### src/rtl/multicycle_control_if.sv
// ---------------------------------------------------------------------------
// multicycle_control_if
//   Bundle of the controller's datapath-facing signals.
//   Inputs to the controller:
//     op[5:0]        opcode field from the instruction register
//     zero           ALU zero flag (only meaningful in BEQEX)
//     mem_ready      memory has finished the current read/write this cycle
//   Outputs from the controller:
//     pc_write, pc_write_cond, i_or_d, mem_read, mem_write, ir_write,
//     reg_write, reg_dst, mem_to_reg, alu_src_a    single-bit strobes/selects
//     alu_src_b[1:0], alu_op[1:0], pc_source[1:0] 3:1 mux selects
//     instr_done     one-cycle pulse on an instruction's final cycle
//     illegal_op     one-cycle pulse when DECODE sees an unknown opcode
//   Modports:
//     master - the controller (drives the control lines)
//     slave  - the datapath side (drives opcode, zero and mem_ready)
// ---------------------------------------------------------------------------
interface multicycle_control_if;
  logic [5:0] op;
  logic       zero;
  logic       mem_ready;

  logic       pc_write;
  logic       pc_write_cond;
  logic       i_or_d;
  logic       mem_read;
  logic       mem_write;
  logic       ir_write;
  logic       reg_write;
  logic       reg_dst;
  logic       mem_to_reg;
  logic       alu_src_a;
  logic [1:0] alu_src_b;
  logic [1:0] alu_op;
  logic [1:0] pc_source;
  logic       instr_done;
  logic       illegal_op;

  modport master (
    input  op, zero, mem_ready,
    output pc_write, pc_write_cond, i_or_d, mem_read, mem_write, ir_write,
           reg_write, reg_dst, mem_to_reg, alu_src_a, alu_src_b, alu_op,
           pc_source, instr_done, illegal_op
  );

  modport slave (
    output op, zero, mem_ready,
    input  pc_write, pc_write_cond, i_or_d, mem_read, mem_write, ir_write,
           reg_write, reg_dst, mem_to_reg, alu_src_a, alu_src_b, alu_op,
           pc_source, instr_done, illegal_op
  );
endinterface

### src/rtl/multicycle_control.sv
// ---------------------------------------------------------------------------
// multicycle_control
//   Sequencing FSM for the 8-bit multicycle MIPS datapath. Steps each
//   instruction through fetch / decode / execute / memory / writeback and
//   drives the datapath enables and 3:1 mux selects in every cycle.
//   Ports:
//     clk    rising-edge clock
//     reset  synchronous, active-high; forces IDLE from any state
//     bus    multicycle_control_if.master (opcode, zero, mem_ready in;
//            all control strobes, selects and status pulses out)
//   Outputs are combinational decodes of the state register; only FETCH,
//   MEMRD and MEMWR look at mem_ready. The controller never looks at zero:
//   the datapath takes the branch on pc_write_cond & zero.
// ---------------------------------------------------------------------------
module multicycle_control (
  input  logic                  clk,
  input  logic                  reset,
  multicycle_control_if.master  bus
);

  localparam logic [5:0] OP_RTYPE = 6'b000000;
  localparam logic [5:0] OP_LB    = 6'b100000;
  localparam logic [5:0] OP_SB    = 6'b101000;
  localparam logic [5:0] OP_BEQ   = 6'b000100;
  localparam logic [5:0] OP_J     = 6'b000010;
  localparam logic [5:0] OP_ADDI  = 6'b001000;

  localparam logic [1:0] SRCB_REGB = 2'b00;
  localparam logic [1:0] SRCB_ONE  = 2'b01;
  localparam logic [1:0] SRCB_IMM  = 2'b10;

  localparam logic [1:0] ALUOP_ADD   = 2'b00;
  localparam logic [1:0] ALUOP_SUB   = 2'b01;
  localparam logic [1:0] ALUOP_FUNCT = 2'b10;

  localparam logic [1:0] PCSRC_ALU    = 2'b00;
  localparam logic [1:0] PCSRC_ALUOUT = 2'b01;
  localparam logic [1:0] PCSRC_JUMP   = 2'b10;

  typedef enum logic [3:0] {
    S_IDLE   = 4'd0,
    S_FETCH  = 4'd1,
    S_DECODE = 4'd2,
    S_MEMADR = 4'd3,
    S_MEMRD  = 4'd4,
    S_MEMWB  = 4'd5,
    S_MEMWR  = 4'd6,
    S_RTEX   = 4'd7,
    S_RTWB   = 4'd8,
    S_BEQEX  = 4'd9,
    S_JEX    = 4'd10,
    S_ADDIEX = 4'd11,
    S_ADDIWB = 4'd12
  } state_t;

  state_t r_state;
  state_t w_next_state;

  // True for the six opcodes this controller knows how to sequence.
  function automatic logic is_known_op(input logic [5:0] op);
    logic known;
    case (op)
      OP_RTYPE, OP_LB, OP_SB, OP_BEQ, OP_J, OP_ADDI: known = 1'b1;
      default:                                       known = 1'b0;
    endcase
    return known;
  endfunction

  // State register with synchronous reset to IDLE.
  always_ff @(posedge clk) begin
    if (reset) begin
      r_state <= S_IDLE;
    end else begin
      r_state <= w_next_state;
    end
  end

  // Next-state logic and per-state control decode.
  always_comb begin
    w_next_state      = r_state;
    bus.pc_write      = 1'b0;
    bus.pc_write_cond = 1'b0;
    bus.i_or_d        = 1'b0;
    bus.mem_read      = 1'b0;
    bus.mem_write     = 1'b0;
    bus.ir_write      = 1'b0;
    bus.reg_write     = 1'b0;
    bus.reg_dst       = 1'b0;
    bus.mem_to_reg    = 1'b0;
    bus.alu_src_a     = 1'b0;
    bus.alu_src_b     = SRCB_REGB;
    bus.alu_op        = ALUOP_ADD;
    bus.pc_source     = PCSRC_ALU;
    bus.instr_done    = 1'b0;
    bus.illegal_op    = 1'b0;

    case (r_state)
      S_IDLE: begin
        w_next_state = S_FETCH;
      end

      // PC+1 is computed every fetch cycle but only committed, together
      // with the IR load, on the cycle memory delivers the word.
      S_FETCH: begin
        bus.mem_read  = 1'b1;
        bus.alu_src_b = SRCB_ONE;
        bus.ir_write  = bus.mem_ready;
        bus.pc_write  = bus.mem_ready;
        if (bus.mem_ready) begin
          w_next_state = S_DECODE;
        end else begin
          w_next_state = S_FETCH;
        end
      end

      // ALU speculatively computes PC + imm as the branch target.
      S_DECODE: begin
        bus.alu_src_b = SRCB_IMM;
        case (bus.op)
          OP_LB, OP_SB: w_next_state = S_MEMADR;
          OP_RTYPE:     w_next_state = S_RTEX;
          OP_BEQ:       w_next_state = S_BEQEX;
          OP_J:         w_next_state = S_JEX;
          OP_ADDI:      w_next_state = S_ADDIEX;
          default:      w_next_state = S_FETCH;
        endcase
        if (!is_known_op(bus.op)) begin
          bus.illegal_op = 1'b1;
          bus.instr_done = 1'b1;
        end else begin
          bus.illegal_op = 1'b0;
          bus.instr_done = 1'b0;
        end
      end

      // Only LB/SB reach here; the IR is stable until the next fetch.
      // Anything else is retired immediately so the done pulse is not lost.
      S_MEMADR: begin
        bus.alu_src_a = 1'b1;
        bus.alu_src_b = SRCB_IMM;
        if (bus.op == OP_LB) begin
          w_next_state = S_MEMRD;
        end else if (bus.op == OP_SB) begin
          w_next_state = S_MEMWR;
        end else begin
          w_next_state   = S_FETCH;
          bus.instr_done = 1'b1;
        end
      end

      S_MEMRD: begin
        bus.mem_read = 1'b1;
        bus.i_or_d   = 1'b1;
        if (bus.mem_ready) begin
          w_next_state = S_MEMWB;
        end else begin
          w_next_state = S_MEMRD;
        end
      end

      S_MEMWB: begin
        bus.reg_write  = 1'b1;
        bus.mem_to_reg = 1'b1;
        bus.instr_done = 1'b1;
        w_next_state   = S_FETCH;
      end

      // A store ends on the cycle memory accepts it.
      S_MEMWR: begin
        bus.mem_write  = 1'b1;
        bus.i_or_d     = 1'b1;
        bus.instr_done = bus.mem_ready;
        if (bus.mem_ready) begin
          w_next_state = S_FETCH;
        end else begin
          w_next_state = S_MEMWR;
        end
      end

      S_RTEX: begin
        bus.alu_src_a = 1'b1;
        bus.alu_src_b = SRCB_REGB;
        bus.alu_op    = ALUOP_FUNCT;
        w_next_state  = S_RTWB;
      end

      S_RTWB: begin
        bus.reg_write  = 1'b1;
        bus.reg_dst    = 1'b1;
        bus.instr_done = 1'b1;
        w_next_state   = S_FETCH;
      end

      // pc_write_cond is deliberately ungated; the datapath ANDs it with zero.
      S_BEQEX: begin
        bus.alu_src_a     = 1'b1;
        bus.alu_src_b     = SRCB_REGB;
        bus.alu_op        = ALUOP_SUB;
        bus.pc_write_cond = 1'b1;
        bus.pc_source     = PCSRC_ALUOUT;
        bus.instr_done    = 1'b1;
        w_next_state      = S_FETCH;
      end

      S_JEX: begin
        bus.pc_write   = 1'b1;
        bus.pc_source  = PCSRC_JUMP;
        bus.instr_done = 1'b1;
        w_next_state   = S_FETCH;
      end

      S_ADDIEX: begin
        bus.alu_src_a = 1'b1;
        bus.alu_src_b = SRCB_IMM;
        w_next_state  = S_ADDIWB;
      end

      S_ADDIWB: begin
        bus.reg_write  = 1'b1;
        bus.instr_done = 1'b1;
        w_next_state   = S_FETCH;
      end

      // Unreachable encodings recover through IDLE with all outputs low.
      default: begin
        w_next_state = S_IDLE;
      end
    endcase
  end

endmodule

### src/flat_wrapper.sv
// flat-port wrapper written by rule: the top's interface ports become plain ports
module multicycle_control_flat 
  (clk, reset, bus_op, bus_zero, bus_mem_ready, bus_pc_write, bus_pc_write_cond, bus_i_or_d, bus_mem_read, bus_mem_write, bus_ir_write, bus_reg_write, bus_reg_dst, bus_mem_to_reg, bus_alu_src_a, bus_alu_src_b, bus_alu_op, bus_pc_source, bus_instr_done, bus_illegal_op);
  multicycle_control_if bus_i ();
  input  logic clk;
  input  logic reset;
  input wire logic [$bits(bus_i.op)-1:0] bus_op;
  input wire logic [$bits(bus_i.zero)-1:0] bus_zero;
  input wire logic [$bits(bus_i.mem_ready)-1:0] bus_mem_ready;
  output wire logic [$bits(bus_i.pc_write)-1:0] bus_pc_write;
  output wire logic [$bits(bus_i.pc_write_cond)-1:0] bus_pc_write_cond;
  output wire logic [$bits(bus_i.i_or_d)-1:0] bus_i_or_d;
  output wire logic [$bits(bus_i.mem_read)-1:0] bus_mem_read;
  output wire logic [$bits(bus_i.mem_write)-1:0] bus_mem_write;
  output wire logic [$bits(bus_i.ir_write)-1:0] bus_ir_write;
  output wire logic [$bits(bus_i.reg_write)-1:0] bus_reg_write;
  output wire logic [$bits(bus_i.reg_dst)-1:0] bus_reg_dst;
  output wire logic [$bits(bus_i.mem_to_reg)-1:0] bus_mem_to_reg;
  output wire logic [$bits(bus_i.alu_src_a)-1:0] bus_alu_src_a;
  output wire logic [$bits(bus_i.alu_src_b)-1:0] bus_alu_src_b;
  output wire logic [$bits(bus_i.alu_op)-1:0] bus_alu_op;
  output wire logic [$bits(bus_i.pc_source)-1:0] bus_pc_source;
  output wire logic [$bits(bus_i.instr_done)-1:0] bus_instr_done;
  output wire logic [$bits(bus_i.illegal_op)-1:0] bus_illegal_op;
  assign bus_i.op = bus_op;
  assign bus_i.zero = bus_zero;
  assign bus_i.mem_ready = bus_mem_ready;
  assign bus_pc_write = bus_i.pc_write;
  assign bus_pc_write_cond = bus_i.pc_write_cond;
  assign bus_i_or_d = bus_i.i_or_d;
  assign bus_mem_read = bus_i.mem_read;
  assign bus_mem_write = bus_i.mem_write;
  assign bus_ir_write = bus_i.ir_write;
  assign bus_reg_write = bus_i.reg_write;
  assign bus_reg_dst = bus_i.reg_dst;
  assign bus_mem_to_reg = bus_i.mem_to_reg;
  assign bus_alu_src_a = bus_i.alu_src_a;
  assign bus_alu_src_b = bus_i.alu_src_b;
  assign bus_alu_op = bus_i.alu_op;
  assign bus_pc_source = bus_i.pc_source;
  assign bus_instr_done = bus_i.instr_done;
  assign bus_illegal_op = bus_i.illegal_op;
  multicycle_control u_core (.clk(clk), .reset(reset), .bus(bus_i));
endmodule
### config.mk
export PLATFORM = sky130hd
export DESIGN_NAME = multicycle_control_flat
export DESIGN_NICKNAME = d
export VERILOG_FILES = /design/src/rtl/multicycle_control_if.sv /design/src/rtl/multicycle_control.sv /design/src/flat_wrapper.sv
export SDC_FILE = /design/constraint.sdc
export NUM_CORES = 1
export LEC_CHECK = 0
export CAP_MARGIN = 20
export CORE_MARGIN = 1.5
export CORE_UTILIZATION = 42
export DETAILED_ROUTE_END_ITERATION = 10
export PLACE_DENSITY_LB_ADDON = 0.2
export SYNTH_ARGS = -nofsm -noshare
export SYNTH_HDL_FRONTEND = slang
export SYNTH_SLANG_ARGS = --single-unit
### constraint.sdc
create_clock -name clk -period 4.2 [get_ports clk]
set_clock_uncertainty 0.2 [all_clocks]
set_input_delay 0.63 -clock clk [delete_from_list [all_inputs] [get_ports clk]]
set_output_delay 0.63 -clock clk [all_outputs]
set_load 0.01 [all_outputs]
After elaboration in Yosys (flattened, before gate mapping)
Cells that the tools add are included.
{ "totals": {"register_bits": 4, "latchBits": 0, "ram_bits": 0, "mem_bits_ro": 0, "output_inout_bits": 18, "word_cells": 56, "n_memories": 0} }
{ "op_classes": {"n_addsub": 0, "n_mul": 0, "div": 0, "n_lt_le_gt_ge": 0, "eq_ne": 17, "shift": 0, "muxes": 27, "bitwise": 0, "reduce_logical": 11} }
{ "op_table": {"columns": ["operator", "n"], "rows": [
  ["4-bit one-hot mux with 8 select lines", 1],
  ["4-bit == test (second input constant)", 5],
  ["4-bit one-hot mux with 5 select lines", 1],
  ["4-bit by 3-bit == test with 1-bit output (second input constant)", 4],
  ["1-bit 2-to-1 mux", 16],
  ["6-bit == test (second input constant)", 2],
  ["2-bit one-hot mux with 2 select lines", 3],
  ["6-bit OR reduction", 2],
  ["4-bit by 2-bit == test with 1-bit output (second input constant)", 2],
  ["6-bit by 2-bit == test with 1-bit output (second input constant)", 1],
  ["6-bit by 3-bit == test with 1-bit output (second input constant)", 1],
  ["6-bit by 4-bit == test with 1-bit output (second input constant)", 1],
  ["6-bit zero test", 1],
  ["3-bit 2-to-1 mux", 2],
  ["2-bit OR reduction", 3],
  ["3-bit OR reduction", 2],
  ["5-bit OR reduction", 1],
  ["4-bit by 1-bit == test with 1-bit output (second input constant)", 1],
  ["4-bit zero test", 1],
  ["4-bit 2-to-1 mux", 1],
  ["1-bit one-hot mux with 4 select lines", 1],
  ["4-bit OR reduction", 1],
  ["2-bit 2-to-1 mux", 1],
  ["1-bit one-hot mux with 2 select lines", 1]
]} }

Depth between registers and ports, before layout
{ "depth": {"depth_word": 6, "depth_mapped": 5} }

Worst setup path before layout
Ideal clock, no wire load.
{ "synth_timing": {"path_type": "input port to output port", "from": "in bus_op[1]", "to": "out bus_instr_done", "arrival_time_ps": 1377, "required_ps": 3370, "slack_ps": 1993, "cell_stages": 4, "path_buffers": 0, "path_cell_list": "nor4_2 a2111oi_2 a221oi_2 nand2_1"} }
{ "synth_via": {"elab_chain_cells": 6, "elab_cells_between_ends": 13, "classes_between": "eq/ne (5); mux (6); reduce/logical (2)"} }
{ "synth_lines": {"columns": ["item", "line_no", "text"], "rows": [
  ["start: declaration", "flat_wrapper.sv:7", "input wire logic [$bits(bus_i.op)-1:0] bus_op;"],
  ["6-bit by 3-bit == test with 1-bit output (tied with other cells)", "multicycle_control.sv:62", "case (op)"],
  ["6-bit OR reduction", "multicycle_control.sv:62", null],
  ["1-bit 2-to-1 mux", "multicycle_control.sv:62", null],
  ["1-bit 2-to-1 mux", "multicycle_control.sv:97", "case (r_state)"],
  ["1-bit 2-to-1 mux", "multicycle_control.sv:127", "if (!is_known_op(bus.op)) begin"],
  ["1-bit one-hot mux with 4 select lines (*)", "multicycle_control.sv:97", null],
  ["end: declaration", "flat_wrapper.sv:23", "output wire logic [$bits(bus_i.instr_done)-1:0] bus_instr_done;"]
]} }
Mark *: on every way between the ends. The rest lies on a longest branch, timed or not. The select of a mux whose other input is x is not followed.

Final worst setup path
Same ends and word-level chain as after synthesis.

==> results.toml <==
[grt]
antenna_found_initial = 0
grt_max_degree = 21
grt_pass1_vias = 552
grtUsageTotal = 0.2220
grt_pass1_wl_mm = 2.359
grt_overflow = 0

[clock_tree]
numCtsBuffers = 3
clk_latency_ns = 0.24
cts.clk_slew.worst_paths_ns = 0.04
clock_sinks = 4
postCtsSetupBuffers = 0
hold_buffers = 0
clockBufferDepth = 2
cts_resized = 0
cts-root-buf = "clkbuf_4"
htree_levels = 1
cts_tree = "done"

[timing]
tns_ns = 0
finalCritPeriodShare = 0.7902
rsz0062_at_grt = "false"
period_minus_slack_ns = 3.319
slew_violations = 0
max_slew_margin = 0.5265
finalHoldViolations = 0
max_freq_ghz = 0.3013
fin_hold_ws_ns = 0.5562
worst_pin_slew_ns = 0.7093
setup_viol = 0
worst_slack_ns = 0.8811

[synthesis]
syn_area_um2 = 566.8
synth_fp_nets = 93
synth_warnings = 0
synth_edf_count = 0
async_flop_share = 0
synthCells = 83
ys.flop_type = "dfxtp_1"
ys_seq_area_frac = 0.1413
avgSynthCellArea_um2 = 6.829
synth.distinct_cells = 38
ys_ff_latch = 4

[setup_path]
arrival_ns = 2.49
critPathRequiredTime_ns = 3.37
cp-start-kind = "input pin"
crit_fanout = 5
crit_path_end_kind = "primary output"
worst-setup-path-type = "input pin to primary output"

[placed_design]
pre_cts_ws_ns = 0.8788
dpl.hpwl_mm = 1.140
gp_congestion = 0.7732
dpl_cell_area_um2 = 798.3
io_buffers = 26

[detailed_routing]
post_drt_wl_per_cell_um = 12.91
vias_per_cell = 5.650
ant_nets = 0
vias = 678
wirelength_mm = 1.549
drc = 0
drt_first_pass_iters = 4
drt_iter0_drc = 12

[final_layout]
drive_gt1_frac = 0.08571
final_nets = 117
top_register = "u_core.r_state"
largest_register_ffs = 4
utilization = 0.6388
fill_cells = 138
antenna_cells = 0
final_common_cell = "clkdlybuf4s50_1"
design_area_um2 = 820.8
reg_top3 = "u_core.r_state x4"
final_cell_mix = "clkdlybuf4s50_1, nor2_1, nor3_1"
area_growth_pct = 44.81

[power_and_ir_drop]
p_leak_nw = 0.3176
ir_drop_v = 0.00009298
power-per-cell-area_mw_per_mm2 = 178.8

[min_path]
hp-class = "register to register"

[die]
rows = 13
die_h_um = 39.74
core_area_mm2 = 0.001285
design.die.area_mm2 = 0.001579
die_w_um = 39.74
ios = 28
start_util = 0.4411

[flow_run]
drv_cap = 0

[run_status]
status = "finished clean"
## synth_stat cells (all sizes together), types with 2 or more instances
master   n  share of area
nor2    14          0.093
nor3     8          0.071
buf      6          0.077
a21oi    5          0.044
nand2    5          0.046
dfxtp    4           0.14
inv      4          0.026
o21ai    4          0.035
a31oi    3          0.033
nand2b   3          0.033
a21o     2          0.026
nand3    2          0.018
nor2b    2          0.022
nor3b    2          0.026
## metrics by stage
step / total power, mW / instances
global route: 0.1552 / 120
detailed placement: 0.09854 / 117
global placement: 0.09760 / 117
finish: 0.1467 / 120
CTS: 0.1459 / 120
floorplan: 0.07530 / 83
## worst paths after layout
| path | start | cells past startpoint | slack [ns] | to |
|---|---|---|---|---|
| setup / recovery | bus_op[1] | 6 | 0.88 | bus_instr_done |
| hold / removal | u_core.r_state[3] | 1 | 0.56 | u_core.r_state[1] |
| setup reg to reg | u_core.r_state[0] | 4 | 2.37 | u_core.r_state[0] |
| hold reg to reg | u_core.r_state[3] | 1 | 0.56 | u_core.r_state[1] |
## where the power goes
| part | internal (mW) | leakage (nW) | switching, mW | total, mW |
|---|---|---|---|---|
| logic | 0.0287 | 0.271 | 0.0217 | 0.0504 |
| clock network | 0.0320 | 0.0138 | 0.0163 | 0.0483 |
| registers | 0.0397 | 0.0327 | 0.00833 | 0.0480 |
## metal layers
metal | up-vias | routed length, um | track usage
li1 | 343 | - | -
met1 | 305 | 687 | 0.2933
met2 | 26 | 786 | 0.3566
met3 | 4 | 46 | 0
met4 | 0 | 27 | 0.1293
met5 | - | 0 | 0
## layout make-up
class                           instances  area (um^2)  area share
Tap cell                               15        18.77     0.02287
Multi-Input combinational cell         68        424.2      0.5168
Sequential cell                         4        80.08     0.09756
Inverter                                4        15.01     0.01829
Timing Repair Buffer                   26        260.3      0.3171
Clock buffer                            3        22.52     0.02744
## cell families (layout without fill, tap and decap cells)
logic type | count (synthesis) | in the layout | share of synthesized area
AND/OR/NAND/NOR | 44 | 44 | 0.4393
AO/OA/AOI/OAI | 22 | 22 | 0.2781
buffers and inverters | 11 | 33 | 0.1104
flip-flops | 4 | 4 | 0.1413
XOR/XNOR | 2 | 2 | 0.03091
## critical path, stage by stage
cell             delay (ns)
clkdlybuf4s50_1        0.49
nor4_2                 0.41
a2111oi_2              0.13
a221oi_2               0.24
nand2_1                0.09
clkdlybuf4s50_1        0.50
(Power assumes the default switching activity.)
